`src/rtl/l2_arbiter_pkg.sv`:
```
`default_nettype none
// +--------------------------------------------------------------------------+
// | Module  : l2_arbiter_pkg                                                 |
// | Brief   : Shared FSM states, requester IDs and logic constants.          |
// | Revision: 1.0                                                            |
// +--------------------------------------------------------------------------+
package l2_arbiter_pkg;

  typedef enum logic [1:0] {
    ST_IDLE      = 2'd0,
    ST_ISSUE     = 2'd1,
    ST_WAIT_RESP = 2'd2,
    ST_RETURN    = 2'd3
  } state_t;

  typedef enum logic [1:0] {
    REQ_INS = 2'd0,
    REQ_DRD = 2'd1,
    REQ_DWR = 2'd2
  } req_id_t;

  localparam logic HIGH = 1'b1;
  localparam logic LOW  = 1'b0;

endpackage
`default_nettype wire

```
`src/rtl/l2_rr_arbiter.sv`:
```
`default_nettype none
// +--------------------------------------------------------------------------+
// | Module  : l2_rr_arbiter                                                  |
// | Brief   : 2-way round-robin between I-side and data side.                |
// | Revision: 1.0                                                            |
// +--------------------------------------------------------------------------+
module l2_rr_arbiter
  import l2_arbiter_pkg::*;
(
  input  logic clk,
  input  logic rst_n,
  input  logic i_req_ins,
  input  logic i_req_data,
  input  logic i_advance,
  output logic o_gnt_ins,
  output logic o_gnt_data
);

  // Reset value LOW means the I-side was served last, so data side wins first.
  logic r_last_data;

  always_comb begin
    o_gnt_ins  = LOW;
    o_gnt_data = LOW;
    if (i_req_ins && i_req_data) begin
      o_gnt_data = ~r_last_data;
      o_gnt_ins  = r_last_data;
    end else begin
      o_gnt_data = i_req_data;
      o_gnt_ins  = i_req_ins;
    end
  end

  always_ff @(posedge clk or negedge rst_n) begin
    if (!rst_n) begin
      r_last_data <= LOW;
    end else if (i_advance && (o_gnt_ins || o_gnt_data)) begin
      r_last_data <= o_gnt_data;
    end
  end

endmodule
`default_nettype wire

```
`src/rtl/l2_arbiter.sv`:
```
`default_nettype none
// +--------------------------------------------------------------------------+
// | Module  : l2_arbiter                                                     |
// | Brief   : Shares one L2 port between I-read, D-read and D-write.         |
// | Revision: 1.0                                                            |
// +--------------------------------------------------------------------------+
module l2_arbiter
  import l2_arbiter_pkg::*;
#(
  parameter int ADDRESS_WIDTH = 32,
  parameter int L2_BUS_WIDTH  = 32
) (
  input  logic                     CLK,
  input  logic                     RST_N,
  // I-fetch
  input  logic                     ADDRESS_TO_L2_VALID_INS,
  output logic                     ADDRESS_TO_L2_READY_INS,
  input  logic [ADDRESS_WIDTH-3:0] ADDRESS_TO_L2_INS,
  output logic                     DATA_FROM_L2_VALID_INS,
  input  logic                     DATA_FROM_L2_READY_INS,
  output logic [L2_BUS_WIDTH-1:0]  DATA_FROM_L2_INS,
  // D-read
  input  logic                     READ_ADDR_TO_L2_VALID_DATA,
  output logic                     READ_ADDR_TO_L2_READY_DATA,
  input  logic [ADDRESS_WIDTH-3:0] READ_ADDR_TO_L2_DATA,
  output logic                     DATA_FROM_L2_VALID_DATA,
  input  logic                     DATA_FROM_L2_READY_DATA,
  output logic [L2_BUS_WIDTH-1:0]  DATA_FROM_L2_DATA,
  // D-write
  input  logic                     WRITE_TO_L2_VALID_DATA,
  output logic                     WRITE_TO_L2_READY_DATA,
  input  logic [ADDRESS_WIDTH-3:0] WRITE_ADDR_TO_L2_DATA,
  input  logic [L2_BUS_WIDTH-1:0]  DATA_TO_L2_DATA,
  input  logic                     WRITE_CONTROL_TO_L2_DATA,
  output logic                     WRITE_COMPLETE_DATA,
  // Memory
  output logic                     MEM_REQ_VALID,
  input  logic                     MEM_REQ_READY,
  output logic                     MEM_REQ_WE,
  output logic                     MEM_REQ_CTRL,
  output logic [ADDRESS_WIDTH-3:0] MEM_REQ_ADDR,
  output logic [L2_BUS_WIDTH-1:0]  MEM_REQ_WDATA,
  input  logic                     MEM_RESP_VALID,
  input  logic [L2_BUS_WIDTH-1:0]  MEM_RESP_DATA
);

  localparam int c_WORD_W = ADDRESS_WIDTH - 2;

  state_t                  r_state;
  state_t                  w_state_nxt;
  req_id_t                 r_req_id;
  logic [c_WORD_W-1:0]     r_addr;
  logic [L2_BUS_WIDTH-1:0] r_wdata;
  logic [L2_BUS_WIDTH-1:0] r_rdata;
  logic                    r_we;
  logic                    r_ctrl;
  logic                    r_wr_complete;

  logic w_idle;
  logic w_gnt_ins;
  logic w_gnt_data;
  logic w_grant;
  logic w_wr_sel;
  logic w_ret_ready;

  // READYs are gated by RST_N so they read low for the whole reset window.
  assign w_idle   = (r_state == ST_IDLE) && RST_N;
  assign w_wr_sel = WRITE_TO_L2_VALID_DATA;
  assign w_grant  = w_gnt_ins | w_gnt_data;

  l2_rr_arbiter u_rr (
    .clk        (CLK),
    .rst_n      (RST_N),
    .i_req_ins  (ADDRESS_TO_L2_VALID_INS & w_idle),
    .i_req_data ((WRITE_TO_L2_VALID_DATA | READ_ADDR_TO_L2_VALID_DATA) & w_idle),
    .i_advance  (w_grant),
    .o_gnt_ins  (w_gnt_ins),
    .o_gnt_data (w_gnt_data)
  );

  assign ADDRESS_TO_L2_READY_INS    = w_gnt_ins;
  assign WRITE_TO_L2_READY_DATA     = w_gnt_data & w_wr_sel;
  assign READ_ADDR_TO_L2_READY_DATA = w_gnt_data & ~w_wr_sel;

  assign MEM_REQ_WE          = r_we;
  assign MEM_REQ_CTRL        = r_ctrl;
  assign MEM_REQ_ADDR        = r_addr;
  assign MEM_REQ_WDATA       = r_wdata;
  assign DATA_FROM_L2_INS    = r_rdata;
  assign DATA_FROM_L2_DATA   = r_rdata;
  assign WRITE_COMPLETE_DATA = r_wr_complete;

  always_ff @(posedge CLK or negedge RST_N) begin
    if (!RST_N) begin
      r_state <= ST_IDLE;
    end else begin
      r_state <= w_state_nxt;
    end
  end

  always_comb begin
    w_state_nxt             = r_state;
    MEM_REQ_VALID           = LOW;
    DATA_FROM_L2_VALID_INS  = LOW;
    DATA_FROM_L2_VALID_DATA = LOW;
    w_ret_ready = (r_req_id == REQ_INS) ? DATA_FROM_L2_READY_INS
                                        : DATA_FROM_L2_READY_DATA;
    case (r_state)
      ST_IDLE: begin
        if (w_grant) w_state_nxt = ST_ISSUE;
      end
      ST_ISSUE: begin
        MEM_REQ_VALID = HIGH;
        if (MEM_REQ_READY) w_state_nxt = ST_WAIT_RESP;
      end
      ST_WAIT_RESP: begin
        if (MEM_RESP_VALID) w_state_nxt = r_we ? ST_IDLE : ST_RETURN;
      end
      ST_RETURN: begin
        DATA_FROM_L2_VALID_INS  = (r_req_id == REQ_INS);
        DATA_FROM_L2_VALID_DATA = (r_req_id == REQ_DRD);
        if (w_ret_ready) w_state_nxt = ST_IDLE;
      end
      default: w_state_nxt = ST_IDLE;
    endcase
  end

  always_ff @(posedge CLK or negedge RST_N) begin
    if (!RST_N) begin
      r_req_id      <= REQ_INS;
      r_addr        <= '0;
      r_wdata       <= '0;
      r_rdata       <= '0;
      r_we          <= LOW;
      r_ctrl        <= LOW;
      r_wr_complete <= LOW;
    end else begin
      r_wr_complete <= LOW;
      if (w_grant) begin
        if (w_gnt_ins) begin
          r_addr   <= ADDRESS_TO_L2_INS;
          r_we     <= LOW;
          r_ctrl   <= LOW;
          r_req_id <= REQ_INS;
        end else if (w_wr_sel) begin
          r_addr   <= WRITE_ADDR_TO_L2_DATA;
          r_wdata  <= DATA_TO_L2_DATA;
          r_we     <= HIGH;
          r_ctrl   <= WRITE_CONTROL_TO_L2_DATA;
          r_req_id <= REQ_DWR;
        end else begin
          r_addr   <= READ_ADDR_TO_L2_DATA;
          r_we     <= LOW;
          r_ctrl   <= LOW;
          r_req_id <= REQ_DRD;
        end
      end
      // Responses outside WAIT_RESP are stray and dropped.
      if ((r_state == ST_WAIT_RESP) && MEM_RESP_VALID) begin
        if (r_we) r_wr_complete <= HIGH;
        else      r_rdata       <= MEM_RESP_DATA;
      end
    end
  end

endmodule
`default_nettype wire

```
`config.mk`:
```
export PLATFORM = sky130hd
export DESIGN_NAME = l2_arbiter
export DESIGN_NICKNAME = d
export VERILOG_FILES = /design/src/rtl/l2_arbiter_pkg.sv /design/src/rtl/l2_rr_arbiter.sv /design/src/rtl/l2_arbiter.sv
export SDC_FILE = /design/constraint.sdc
export NUM_CORES = 1
export LEC_CHECK = 0
export CORE_MARGIN = 10
export CORE_UTILIZATION = 48
export CTS_BUF_LIST = sky130_fd_sc_hd__clkbuf_2
export DETAILED_ROUTE_END_ITERATION = 6
export DONT_BUFFER_PORTS = 1
export MAX_ROUTING_LAYER = met4
export PLACE_DENSITY = 0.64
export RECOVER_POWER = 50
export SKIP_CTS_REPAIR_TIMING = 1
export SLEW_MARGIN = 40
export SYNTH_ARGS = -nofsm -noshare
export SYNTH_HDL_FRONTEND = slang
export SYNTH_SLANG_ARGS = --single-unit
```
`constraint.sdc`:
```
create_clock -name CLK -period 4.3 [get_ports CLK]
set_input_delay 0.43 -clock CLK [delete_from_list [all_inputs] [get_ports CLK]]
set_output_delay 0.43 -clock CLK [all_outputs]
set_load 0.05 [all_outputs]
```
==> impl_metrics.csv, run 1 <==
group,metric,value,unit
die,fp.dieW,119,microns
synthesis,gate_count_after_technology_mapping,379,
die,core.rowCount,36,
die,die-height,119,microns
synthesis,yosys_most_used_dff,"dfrtp_1",
die,io-pin-count,299,
placed_design,placed_cell_area,4670,sq um
placed_design,port_buffers,0,
status,toolErrorMsg,"[ERROR RSZ-0060] Max buffer count reached.",
clock_tree,tritoncts_num_sinks,101,
status,outcome.stop_stage,"global routing (5_1_grt)",
placed_design,gp_congestion,0.771,
synthesis,synth_warnings,0,
synthesis,synth.cell_area,4710,sq um
clock_tree,max-clock-path-buffers,2,
die,initial_standard_cell_utilization_of_the_core,0.486,
synthesis,postSynthAreaPerCell,12.4,sq um
clock_tree,clk_root_buffer_cell,"clkbuf_2",
synthesis,number_of_storage_elements_in_the_synthesis_netlist,101,
status,status,"did not finish",
synthesis,netlist-cell-type-count,35,
synthesis,syn_nets,543,
placed_design,place_ws,1850,ps
synthesis,portion_of_the_post_synthesis_area_used_by_sequential_elements,0.537,
synthesis,async_reset_ff_frac,1.00,
placed_design,dp_hpwl,10.7,mm
clock_tree,cts_max_level,3,
global_routing,pin_count_of_the_biggest_net_entering_global_routing,104,
synthesis,count_of_flip_flops_with_a_built_in_enable_after_synthesis,0,
clock_tree,numCtsBuffers,9,
## per-stage QoR
stage	std cells	hold slack (ps)	utilization
after floorplan	379	134	-
after global placement	453	137	0.472
after detailed placement	457	137	0.482
after CTS	473	-572	0.493
## Yosys cell counts, drive strengths merged, types with 2 or more instances
cell type | instances | area share
a21o | 2 | 0.0032
dfrtp | 101 | 0.54
nand2 | 33 | 0.026
clkbuf | 25 | 0.020
mux2 | 64 | 0.15
nor3b | 3 | 0.0072
a21oi | 2 | 0.0021
a211oi | 30 | 0.048
nand3b | 30 | 0.048
a221o | 30 | 0.064
buf | 40 | 0.063
## cell families after synthesis
group | Yosys count | share of synthesized area
mux | 64 | 0.153
buf+inv | 66 | 0.0837
simple gates | 76 | 0.0962
compound gates | 72 | 0.130
flops | 101 | 0.537
==> inputs of run 2 (changes only) <==
--- a/config.mk
+++ b/config.mk
@@ -6,12 +6,10 @@
 export NUM_CORES = 1
 export LEC_CHECK = 0
 export CORE_MARGIN = 10
-export CORE_UTILIZATION = 48
-export CTS_BUF_LIST = sky130_fd_sc_hd__clkbuf_2
+export CORE_UTILIZATION = 33
 export DETAILED_ROUTE_END_ITERATION = 6
 export DONT_BUFFER_PORTS = 1
-export MAX_ROUTING_LAYER = met4
-export PLACE_DENSITY = 0.64
+export PLACE_DENSITY_LB_ADDON = 0.15
 export RECOVER_POWER = 50
 export SKIP_CTS_REPAIR_TIMING = 1
 export SLEW_MARGIN = 40
==> impl_metrics.csv, run 2 <==
group,metric,value,unit
routing,initialDrtViolationCount,104,
routing,detail_route.vias_per_cell,5.55,
routing,routedWlPerCell,27.9,microns
clock_tree,cts_max_level,3,
setup_path,worst-path-max-fanout,35,
timing,tightestPinTransition,1200,ps
global_routing,pin_count_of_the_biggest_net_entering_global_routing,104,
synthesis,synth.most_common_cell,"dfrtp_1",
setup_path,timing.critical_path.required,3870,ps
routing,totalWireLength,14.5,mm
global_routing,grt_overflow_total,0,
clock_tree,max-clock-path-buffers,2,
clock_tree,clkSlewWorstSetupHoldPaths,70,ps
synthesis,synth_warnings,0,
synthesis,postSynthAreaPerCell,12.4,sq um
hold_path,worstHoldPathType,"input pin to register",
timing,hold_fails_final_rpt,0,
timing,rsz0062_at_grt,"false",
global_routing,grt_use_total,0.141,
die,core_area,13900,sq um
clock_tree,numCtsBuffers,9,
timing,min_period,2590,ps
clock_tree,tritoncts_num_sinks,101,
timing,totalNegativeSetupSlack,0,ps
synthesis,syn_nets,543,
placed_design,gp_congestion,0.758,
die,initial_standard_cell_utilization_of_the_core,0.338,
timing,crit_share_post_route,0.603,
clock_tree,cts_tree,"done",
setup_path,cp_class,"register to output pin",
cells_and_area,antenna-diode-count,0,
synthesis,number_of_storage_elements_in_the_synthesis_netlist,101,
synthesis,async_reset_ff_frac,1.00,
global_routing,grt_pass1_vias,3278,
global_routing,number_of_antenna_violations_at_the_first_check_in_global_routing,0,
clock_tree,clk_root_buffer_cell,"clkbuf_16",
timing,slew_headroom,0.201,
die,die-height,139,microns
timing,slew_viol_final,0,
cells_and_area,most_common_cell_after_layout_fill_and_taps_aside,"dfrtp_1",
synthesis,netlist-cell-type-count,35,
timing,layout_skew,10.9,ps
synthesis,count_of_flip_flops_with_a_built_in_enable_after_synthesis,0,
synthesis,synth.cell_area,4710,sq um
setup_path,setup.worst_path.end_class,"output pin",
die,io-pin-count,299,
synthesis,synthDominantCellAreaShare,0.537,
cells_and_area,post_route_cells_drive_above_1_share,0.359,
global_routing,grt_pass1_wl,21.3,mm
placed_design,dp_hpwl,11.0,mm
job,drv.max_cap_violation_count,0,
routing,vias,2888,
die,core.rowCount,43,
synthesis,portion_of_the_post_synthesis_area_used_by_sequential_elements,0.537,
synthesis,yosys_most_used_dff,"dfrtp_1",
cells_and_area,top_library_cells_by_usage_in_the_layout_fill_and_taps_aside,"72 x dfrtp_1, 63 x mux2_2, 33 x nand2_1",
synthesis,gate_count_after_technology_mapping,379,
routing,detailedRoute.firstPassIterationCount,6,
status,status,"complete, no violations",
timing,finalSetupViolCount,0,
setup_path,timing.critical_path.arrival,2160,ps
synthesis,post-synth-top-area-cell,"dfrtp_1",
routing,drc_errors,0,
routing,number_of_nets_still_failing_antenna_checks_after_routing,0,
synthesis,synth.area.top_cells,"dfrtp_1 54%, mux2_2 15%, a221o_1 6.4%, buf_4 5.1%, a211oi_1 4.8%",
cells_and_area,num-nets-final,499,
die,fp.dieW,139,microns
timing,max_clock_freq,0.386,GHz
clock_tree,clock_insertion_delay_worst_skew,350,ps
synthesis,synth_common_cells,"101 x dfrtp_1, 63 x mux2_2, 33 x nand2_1",
die,floorplan_die_area,19400,sq um
placed_design,port_buffers,0,
cells_and_area,area_growth,7.42,%
setup_path,critical_path.startpoint_type,"register",
-- run 2: kinds of logic (layout without fill, tap and decap cells) --
group	Yosys count	after routing	synth area share
AOI/OAI and AO/OA	72	72	0.130
and+or+nand+nor	76	76	0.0962
DFF	101	101	0.537
muxes	64	64	0.153
buffers and inverters	66	27	0.0837
-- run 2: layout make-up --
type                            instances  area [sq um]
Multi-Input combinational cell        212          1850
Clock inverter                          6          93.8
Tap cell                              180           225
Timing Repair Buffer                   10          90.1
Fill cell                            1381          8880
Inverter                                1          3.75
Clock buffer                           10           229
Sequential cell                       101          2560
-- run 2: path summary, 6_finish.rpt --
check / from / endpoint / slack, ps / depth (start not counted)
min in group asynchronous: RST_N / MEM_REQ_WDATA[14] / 660 / 2
worst max-delay path: r_state[1] / WRITE_TO_L2_READY_DATA / 1710 / 4
worst min register to register: u_rr.r_last_data / u_rr.r_last_data / 510 / 1
worst min-delay path: DATA_TO_L2_DATA[27] / MEM_REQ_WDATA[27] / 210 / 1
max in group asynchronous: RST_N / DATA_FROM_L2_DATA[25] / 3190 / 2
worst max register to register: r_state[1] / MEM_REQ_WDATA[7] / 1950 / 5
-- run 2: per-stage QoR --
| step | util | instance area [sq um] | hold slack (ps) | setup WS (ps) | cells |
|---|---|---|---|---|---|
| finish | 0.363 | 5060 | 211 | 1710 | 520 |
| global placement | 0.332 | 4630 | 138 | 1990 | 500 |
| global route | 0.363 | 5060 | 200 | 1570 | 520 |
| CTS | 0.362 | 5040 | -246 | 1650 | 518 |
| floorplan | - | 4710 | 134 | 1210 | 379 |
| detailed placement | 0.339 | 4720 | 138 | 1940 | 502 |
-- run 2: worst max-delay path: stages (launching register included) --
cell and delay, ps:
dfrtp_1 450, or3b_1 390, buf_4 260, nor3b_4 190, buf_4 490
-- run 2: routing by layer --
layer,wire length [microns],share of wire,track usage
met1,5320,0.37,0.147
met2,7410,0.51,0.244
met3,1600,0.11,0.0677
met4,194,0.013,0.0478
met5,0,0,0
Power of run 2 is left out: the tool's default activity adds up to more than one toggle a clock period on the data nets, which glitch-free logic cannot reach.
